[src/rtl/bin2bcd_param.sv]
// rtl/bin2bcd_param.sv - sequential shift-and-add-3 binary to BCD converter
//
// Purpose: converts a BIN_W-bit binary operand (optionally two's complement)
//          into DIGITS packed BCD digits, one operand bit per clock, with
//          sign, overflow and significant-digit count for display blanking.
// Ports:
//   clk        in   rising-edge clock
//   reset_n    in   asynchronous active-low reset
//   start      in   conversion request, honoured only while ready
//   bin        in   binary operand, captured on the accepting edge
//   ready      out  high while idle
//   done_tick  out  one-cycle pulse marking a valid result
//   bcd        out  result digits, [3:0] = units
//   sign       out  operand was negative (signed mode only)
//   overflow   out  value did not fit in DIGITS digits
//   ndig       out  number of significant digits, 1..DIGITS
module bin2bcd_param #(
   parameter  int BIN_W  = 16,
   parameter  int DIGITS = 5,
   parameter  int SIGNED = 0,
   localparam int NW     = $clog2(DIGITS + 1)
) (
   input  logic                  clk,
   input  logic                  reset_n,
   input  logic                  start,
   input  logic [BIN_W-1:0]      bin,
   output logic                  ready,
   output logic                  done_tick,
   output logic [4*DIGITS-1:0]   bcd,
   output logic                  sign,
   output logic                  overflow,
   output logic [NW-1:0]         ndig
);

   localparam int CW = $clog2(BIN_W + 1);

   localparam logic [1:0] S_IDLE = 2'd0;
   localparam logic [1:0] S_OP   = 2'd1;
   localparam logic [1:0] S_DONE = 2'd2;

   logic [1:0]          r_state;
   logic [BIN_W-1:0]    r_sh;
   logic [CW-1:0]       r_cnt;
   logic [4*DIGITS-1:0] r_bcd;
   logic                r_sign;
   logic                r_ovf;
   logic [NW-1:0]       r_ndig;
   logic                r_done;

   logic                w_neg;
   logic [BIN_W-1:0]    w_mag;
   logic [4*DIGITS-1:0] w_adj;
   logic [NW-1:0]       w_ndig;

   // BIN_W-bit negate: the most negative value wraps to 2^(BIN_W-1),
   // which is exactly its magnitude when read as unsigned.
   assign w_neg = (SIGNED != 0) && bin[BIN_W-1];
   assign w_mag = w_neg ? (~bin + BIN_W'(1)) : bin;

   always_comb begin
      w_adj = '0;
      for (int d = 0; d < DIGITS; d++) begin
         if (r_bcd[4*d +: 4] > 4'd4)
            w_adj[4*d +: 4] = r_bcd[4*d +: 4] + 4'd3;
         else
            w_adj[4*d +: 4] = r_bcd[4*d +: 4];
      end
   end

   // Highest non-zero digit sets the count; an overflowed value always
   // occupies every digit even if the retained digits happen to be zero.
   always_comb begin
      w_ndig = NW'(1);
      for (int d = 0; d < DIGITS; d++) begin
         if (r_bcd[4*d +: 4] != 4'd0)
            w_ndig = NW'(d + 1);
      end
      if (r_ovf)
         w_ndig = NW'(DIGITS);
   end

   always_ff @(posedge clk or negedge reset_n) begin
      if (!reset_n) begin
         r_state <= S_IDLE;
         r_sh    <= '0;
         r_cnt   <= '0;
         r_bcd   <= '0;
         r_sign  <= 1'b0;
         r_ovf   <= 1'b0;
         r_ndig  <= NW'(1);
         r_done  <= 1'b0;
      end else begin
         r_done <= 1'b0;
         case (r_state)
            S_IDLE: begin
               if (start) begin
                  r_bcd   <= '0;
                  r_ovf   <= 1'b0;
                  r_sh    <= w_mag;
                  r_sign  <= w_neg;
                  r_cnt   <= CW'(BIN_W);
                  r_state <= S_OP;
               end
            end
            S_OP: begin
               // Adjusted digits and operand shift left as one long register;
               // the bit falling off the top digit can only mean overflow.
               r_bcd <= {w_adj[4*DIGITS-2:0], r_sh[BIN_W-1]};
               r_sh  <= {r_sh[BIN_W-2:0], 1'b0};
               r_ovf <= r_ovf | w_adj[4*DIGITS-1];
               r_cnt <= r_cnt - CW'(1);
               if (r_cnt == CW'(1))
                  r_state <= S_DONE;
            end
            S_DONE: begin
               r_done  <= 1'b1;
               r_ndig  <= w_ndig;
               r_state <= S_IDLE;
            end
            default: r_state <= S_IDLE;
         endcase
      end
   end

   assign ready     = (r_state == S_IDLE);
   assign done_tick = r_done;
   assign bcd       = r_bcd;
   assign sign      = r_sign;
   assign overflow  = r_ovf;
   assign ndig      = r_ndig;

endmodule

[config.mk]
export PLATFORM = sky130hd
export DESIGN_NAME = bin2bcd_param
export DESIGN_NICKNAME = d
export VERILOG_FILES = /design/src/rtl/bin2bcd_param.sv
export SDC_FILE = /design/constraint.sdc
export NUM_CORES = 1
export LEC_CHECK = 0
export CAP_MARGIN = 20
export CORE_AREA = 3 3 122 77
export CTS_CLUSTER_DIAMETER = 120
export CTS_CLUSTER_SIZE = 30
export DETAILED_ROUTE_END_ITERATION = 16
export DIE_AREA = 0 0 125 80
export GPL_ROUTABILITY_DRIVEN = 0
export PLACE_DENSITY = 0.55
export SLEW_MARGIN = 5
export SYNTH_ARGS = -nofsm -noshare
export SYNTH_HDL_FRONTEND = slang
export SYNTH_SLANG_ARGS = --single-unit
[constraint.sdc]
create_clock -name clk -period 2.7 [get_ports clk]
set_clock_uncertainty 0.1 [all_clocks]
set_input_delay 0.405 -clock clk [delete_from_list [all_inputs] [get_ports clk]]
set_output_delay 0.405 -clock clk [all_outputs]
set_load 0.01 [all_outputs]
==> flow_metrics.tcl, run 1 <==
set metrics [dict create \
    outcome "finished clean" \
    wl_per_cell_um 15.1 \
    r2r_start "r_state[0]$_DFFE_PN0P_" \
    die_width_um 125 \
    dieHeight_um 80 \
    postSynthCellCount 249 \
    cts.hold.buffers_added 0 \
    portBuffers 44 \
    grt_pass1_vias 1922 \
    syn_area_per_cell_um2 10.0 \
    peakVddDrop_uv 450 \
    rows 26 \
    finalCriticalPeriod_ns 2.18 \
    vias 2016 \
    fin_setup_tns_ns 0 \
    path_class "reg2out" \
    synth_seq_cells 48 \
    io_pins 46 \
    synth_nets 275 \
    cts_made_buffers 5 \
    diodes 0 \
    viasPerCell 4.95 \
    maxSlewViolCount 0 \
    worstPathMaxFanout 17 \
    cts.clk_slew.worst_paths_ns 0.07 \
    cts_resized 0 \
    layout.cells.non_filler 407 \
    synthDistinctLibCells 41 \
    synth_area_um2 2490 \
    synth_area_leaders "dfrtp_1, o21ai_0, a32o_1, and3b_1, ha_1" \
    synth_warnings 0 \
    postRouteAntennaNets 0 \
    post-route-period-util_pct 80.7 \
    antenna_found_initial 0 \
    final_core_util_pct 38.7 \
    drc 0 \
    insertion_delay_ns 0.29 \
    fin_nets 321 \
    synth_edf_count 0 \
    worst_slew_pin_slew_ns 0.675 \
    worstSetupStartpointType "flop" \
    postCtsSetupBuffers 0 \
    grt_pass1_wl_um 10200 \
    core_area_um2 8390 \
    async_reset_ff_share_pct 100 \
    reg2reg_to "r_cnt[3]$_DFFE_PN0P_" \
    dp_cells 400 \
    slew_headroom_pct 55.0 \
    ctsRootBufferMaster "clkbuf_16" \
    synth_top_cell_by_area "dfrtp_1" \
    synth_flop_cell "dfrtp_1" \
    clock.fmax_ghz 0.459 \
    cp_data_arrival_time_ns 1.67 \
    clockBufferDepth 2 \
    drv_cap 0 \
    reg2regPathDepth 3 \
    synth.most_common_cell "dfrtp_1" \
    cellLeakagePower_nw 1.40 \
    wl_um 6130 \
    htree_levels 2 \
    hold_violations 0 \
    synth_common_cells "dfrtp_1, o21ai_0, nand2_1" \
    synth_top_area_share_pct 47.2 \
    start_util_pct 29.7 \
    place_hpwl_um 4410 \
    end_kind "output pin" \
    grt_overflow 0 \
    cts_tree "yes" \
    grt_max_degree 30 \
    critical_path_required_ns 2.19 \
    syn_to_final_growth_pct 30.5 \
    cts.sinks 48 \
    setup_viol 0 \
    layout-drive-gt1-share_pct 9.49 \
    track_usage_pct 12.9 \
    hold_path.class "in2async" \
    p_per_area_nw_per_um2 1200 \
    design.die.area_um2 10000 \
    rsz0062_at_grt "no" \
    r2r_slack_ns 0.80 \
    ys_seq_area_share_pct 48.3 \
    dr.pass1.iters 4 \
    drtIter0Drc 111 \
]
report_power, final:
part / leakage, nW / switching, mW / internal, mW
Clock: 0.0899 / 0.271 / 0.526
Sequential: 0.604 / 0.318 / 1.02
Combinational: 0.704 / 0.835 / 0.922
Total: 1.40 / 1.42 / 2.47
flip-flops by register name, indices dropped and copies added, names as in the netlist:
| signal | cells |
|---|---|
| r_state | 2 |
| ndig | 3 |
| bcd | 20 |
| r_cnt | 5 |
| overflow | 1 |
| r_sh | 16 |
| done_tick | 1 |
kinds of logic after synthesis:
group | after synthesis | share of synthesized area (%)
AO/OA/AOI/OAI | 84 | 23.7
adder cells (fa/ha/maj) | 7 | 3.52
AND/OR/NAND/NOR | 71 | 16.3
XOR/XNOR | 2 | 0.703
flip-flops | 48 | 48.3
buffers and inverters | 32 | 5.78
multiplexers | 4 | 1.61
other | 1 | 0.151
per-layer routing:
metal	up-vias	track usage [%]	wire length, µm
li1	1001	-	-
met1	967	19.4	3380
met2	41	17.5	2420
met3	7	3.48	257
met4	0	4.22	79
met5	-	0	0
layout make-up:
cell class	instances	area, µm²
Fill cell	838	5140
Sequential cell	48	1200
Multi-Input combinational cell	169	1140
Timing Repair Buffer	55	518
Tap cell	112	140
Clock buffer	5	125
Clock inverter	2	60.1
Inverter	16	60.1
per-stage QoR:
step | setup WS [ns] | hold slack (ns) | power, mW | cell area (µm²)
after floorplan | 1.13 | 0.00941 | 2.44 | 2490
after global placement | 0.637 | 0.367 | 3.09 | 3070
after detailed placement | 0.624 | 0.371 | 3.11 | 3070
after CTS | 0.496 | 0.0593 | 3.92 | 3250
after global routing | 0.405 | 0.100 | 4.20 | 3250
final | 0.521 | 0.0446 | 3.89 | 3250
critical path, cell delays in order (launching register included):
cell             delay (ns)
dfrtp_1                0.56
nor2_1                 0.25
clkdlybuf4s50_1        0.57
worst max path at each step:
stage                           startpoint                  end  slack [ns]  depth (start not counted)
global placement                     start   bcd[7]$_DFFE_PN0P_        0.64                          4
floorplan               bcd[8]$_DFFE_PN0P_  bcd[10]$_DFFE_PN0P_        1.13                          5
detailed placement                   start   bcd[3]$_DFFE_PN0P_        0.62                          4
finish              r_state[0]$_DFFE_PN0P_                ready        0.52                          2
global route        r_state[0]$_DFFE_PN0P_                ready        0.40                          2
CTS                 r_state[0]$_DFFE_PN0P_                ready        0.50                          2
cells in the final DEF (no fill, tap or decap), types with 7 or more instances in the layout:
master           instances
and3b_1                 10
nor2_1                   9
inv_1                   16
buf_4                   11
dfrtp_1                 47
o21ai_0                 29
nand2_1                 20
ha_1                     7
clkdlybuf4s50_1         43
a21oi_1                 12
a32o_1                  11
Note: power is estimated with default switching activity, not from simulation.
==> run 2: changes to the inputs <==
==> constraint.sdc (replaced) <==
create_clock -name clk -period 2.25 [get_ports clk]
set_clock_uncertainty 0.1 [all_clocks]
set_input_delay 0.3375 -clock clk [delete_from_list [all_inputs] [get_ports clk]]
set_output_delay 0.3375 -clock clk [all_outputs]
set_load 0.01 [all_outputs]
==> run 2 against run 1 <==
Core utilization is 0.16 points lower. Die area stayed put. Final cell count is 0.98% higher. Register-to-register slack worse by 0.40 ns. Total power is 15% higher. Combinational power is 20% higher. Wire length is 3.4% higher. Global-route usage is 0.53 points higher. Design area is 0.42% lower. Via count is 2.5% higher. Worst hold slack better by 0.34 ns. Highest routed layer unchanged.
==> flow_metrics.tcl, run 2 (synthesis gave the netlist of run 1 again) <==
set metrics [dict create \
    outcome "finished clean" \
    rsz0062_at_grt "no" \
    antenna_found_initial 0 \
    hold_path.class "reg2reg" \
    cts_tree "yes" \
    worstSetupStartpointType "flop" \
    cts_made_buffers 5 \
    syn_to_final_growth_pct 29.9 \
    cts.clk_slew.worst_paths_ns 0.06 \
    cellLeakagePower_nw 1.39 \
    wl_per_cell_um 15.4 \
    drv_cap 0 \
    setup_ws_ns 0.169 \
    mostFrequentLayoutCells "dfrtp_1, clkdlybuf4s50_1, o21ai_0, nand2_1, inv_1" \
    netSwitchingFraction_pct 37.9 \
    end_kind "output pin" \
    critical_path_required_ns 1.81 \
    slowest_delay_ns 0.59 \
    grt_max_degree 28 \
    fin_nets 324 \
    clockBufferDepth 2 \
    worstPathMaxFanout 19 \
    place_hpwl_um 4520 \
    peakVddDrop_uv 584 \
    dieHeight_um 80 \
    grt_overflow 0 \
    viasPerCell 5.03 \
    postRouteAntennaNets 0 \
    start_util_pct 29.7 \
    layout-drive-gt1-share_pct 9.70 \
    largest_reg_flops 20 \
    grt_pass1_wl_um 10800 \
    r2r_slack_ns 0.40 \
    drc 0 \
    critPathBufInv 1 \
    clock.fmax_ghz 0.480 \
    die_width_um 125 \
    grt_pass1_vias 2002 \
    fill_cells 856 \
    intPower_mw 2.79 \
    wl_um 6340 \
    portBuffers 44 \
    hold_violations 0 \
    htree_levels 2 \
    ctsRootBufferMaster "clkbuf_16" \
    design.die.area_um2 10000 \
    path_class "reg2out" \
    cp_data_arrival_time_ns 1.64 \
    p_per_area_nw_per_um2 1390 \
    io_pins 46 \
    rows 26 \
    p_comb_share_pct 47.1 \
    insertion_delay_ns 0.29 \
    mostFrequentLayoutCell "dfrtp_1" \
    post-place-ws_ns 0.369 \
    power_switching_mw 1.70 \
    cts.sinks 48 \
    cp_top_family "flip-flops" \
    fin_setup_tns_ns 0 \
    cp_cell_sequence "nor2_1 > clkdlybuf4s50_1" \
    dr.pass1.iters 4 \
    seqPwrFrac_pct 36.0 \
    maxSlewViolCount 0 \
    track_usage_pct 13.4 \
    diodes 0 \
    setup_viol 0 \
    vias 2066 \
    finalCriticalPeriod_ns 2.08 \
    core_area_um2 8390 \
    slew_headroom_pct 56.9 \
    worst_slew_pin_slew_ns 0.646 \
    p_clk_share_pct 16.9 \
    drtIter0Drc 100 \
    post-route-period-util_pct 92.5 \
    cp_slowest_cell "dfrtp_1" \
]
==> run 2: cell count changes in the layout (fill, tap and decap cells not counted) <==
cell / before / now
bufinv_16: 2 / 0
clkbuf_1: 0 / 2
dlygate4sd3_1: 0 / 1
buf_4: 11 / 13
clkbuf_8: 0 / 1
==> run 2: power groups by stage <==
stage	combinational, mW	sequential, mW	clock [mW]
after detailed placement	2.12	1.63	0
final	2.12	1.61	0.758
after CTS	2.14	1.61	0.784
after global routing	2.37	1.68	0.829
after floorplan	1.35	1.58	0
after global placement	2.08	1.62	0
==> run 2: worst paths after layout <==
path	start	endpoint	cells after the start
max	r_state[1]$_DFFE_PN0P_	ready	2
min	r_sh[13]$_DFFE_PN0P_	r_sh[13]$_DFFE_PN0P_	2
max reg2reg	r_state[1]$_DFFE_PN0P_	bcd[15]$_DFFE_PN0P_	3
min reg2reg	r_sh[13]$_DFFE_PN0P_	r_sh[13]$_DFFE_PN0P_	2
max in group asynchronous	reset_n	r_sh[9]$_DFFE_PN0P_	3
min in group asynchronous	reset_n	bcd[17]$_DFFE_PN0P_	2
==> run 2: worst reg2reg max path, cell delays in order, from the launching register on <==
cell	delay, ns
dfrtp_1	0.59
o21ba_1	0.67
o31ai_1	0.16
a32o_1	0.23
==> run 2: layout make-up <==
cell class              instances  area, µm²  share of cell area [%]
multi-input cells             169       1140                    35.4
inverters                      16       60.1                    1.86
clock buffers                   8        146                    4.52
repair buffers                 58        543                    16.8
well taps                     112        140                    4.33
flip-flops and latches         48       1200                    37.1
==> run 2: routing by layer <==
layer	share of wire (%)	up-vias	global-route usage, %
met3	4.5	4	3.48
li1	-	998	-
met4	0.91	0	2.92
met5	0	-	0
met2	41	54	18.9
met1	53	1010	20.4
==> run 2: through the flow <==
step           utilization (%)  instances  cell area (µm²)  hold slack (ns)  total power, mW
3_5_place_dp              36.7        402             3080            0.303             3.75
5_1_grt                   38.6        411             3240            0.409             4.88
6_report                  38.6        411             3240            0.381             4.49
3_3_place_gp              36.7        402             3080            0.299             3.70
2_1_floorplan                -        249             2490          -0.0581             2.93
4_1_cts                   38.6        411             3240            0.386             4.54
==> run 2: timing repair <==
item	4_1_cts	5_1_grt
endpoints found under the hold margin	3	0
setup buffers	0	0
hold buffers	1	0
gates resized for setup	0	0
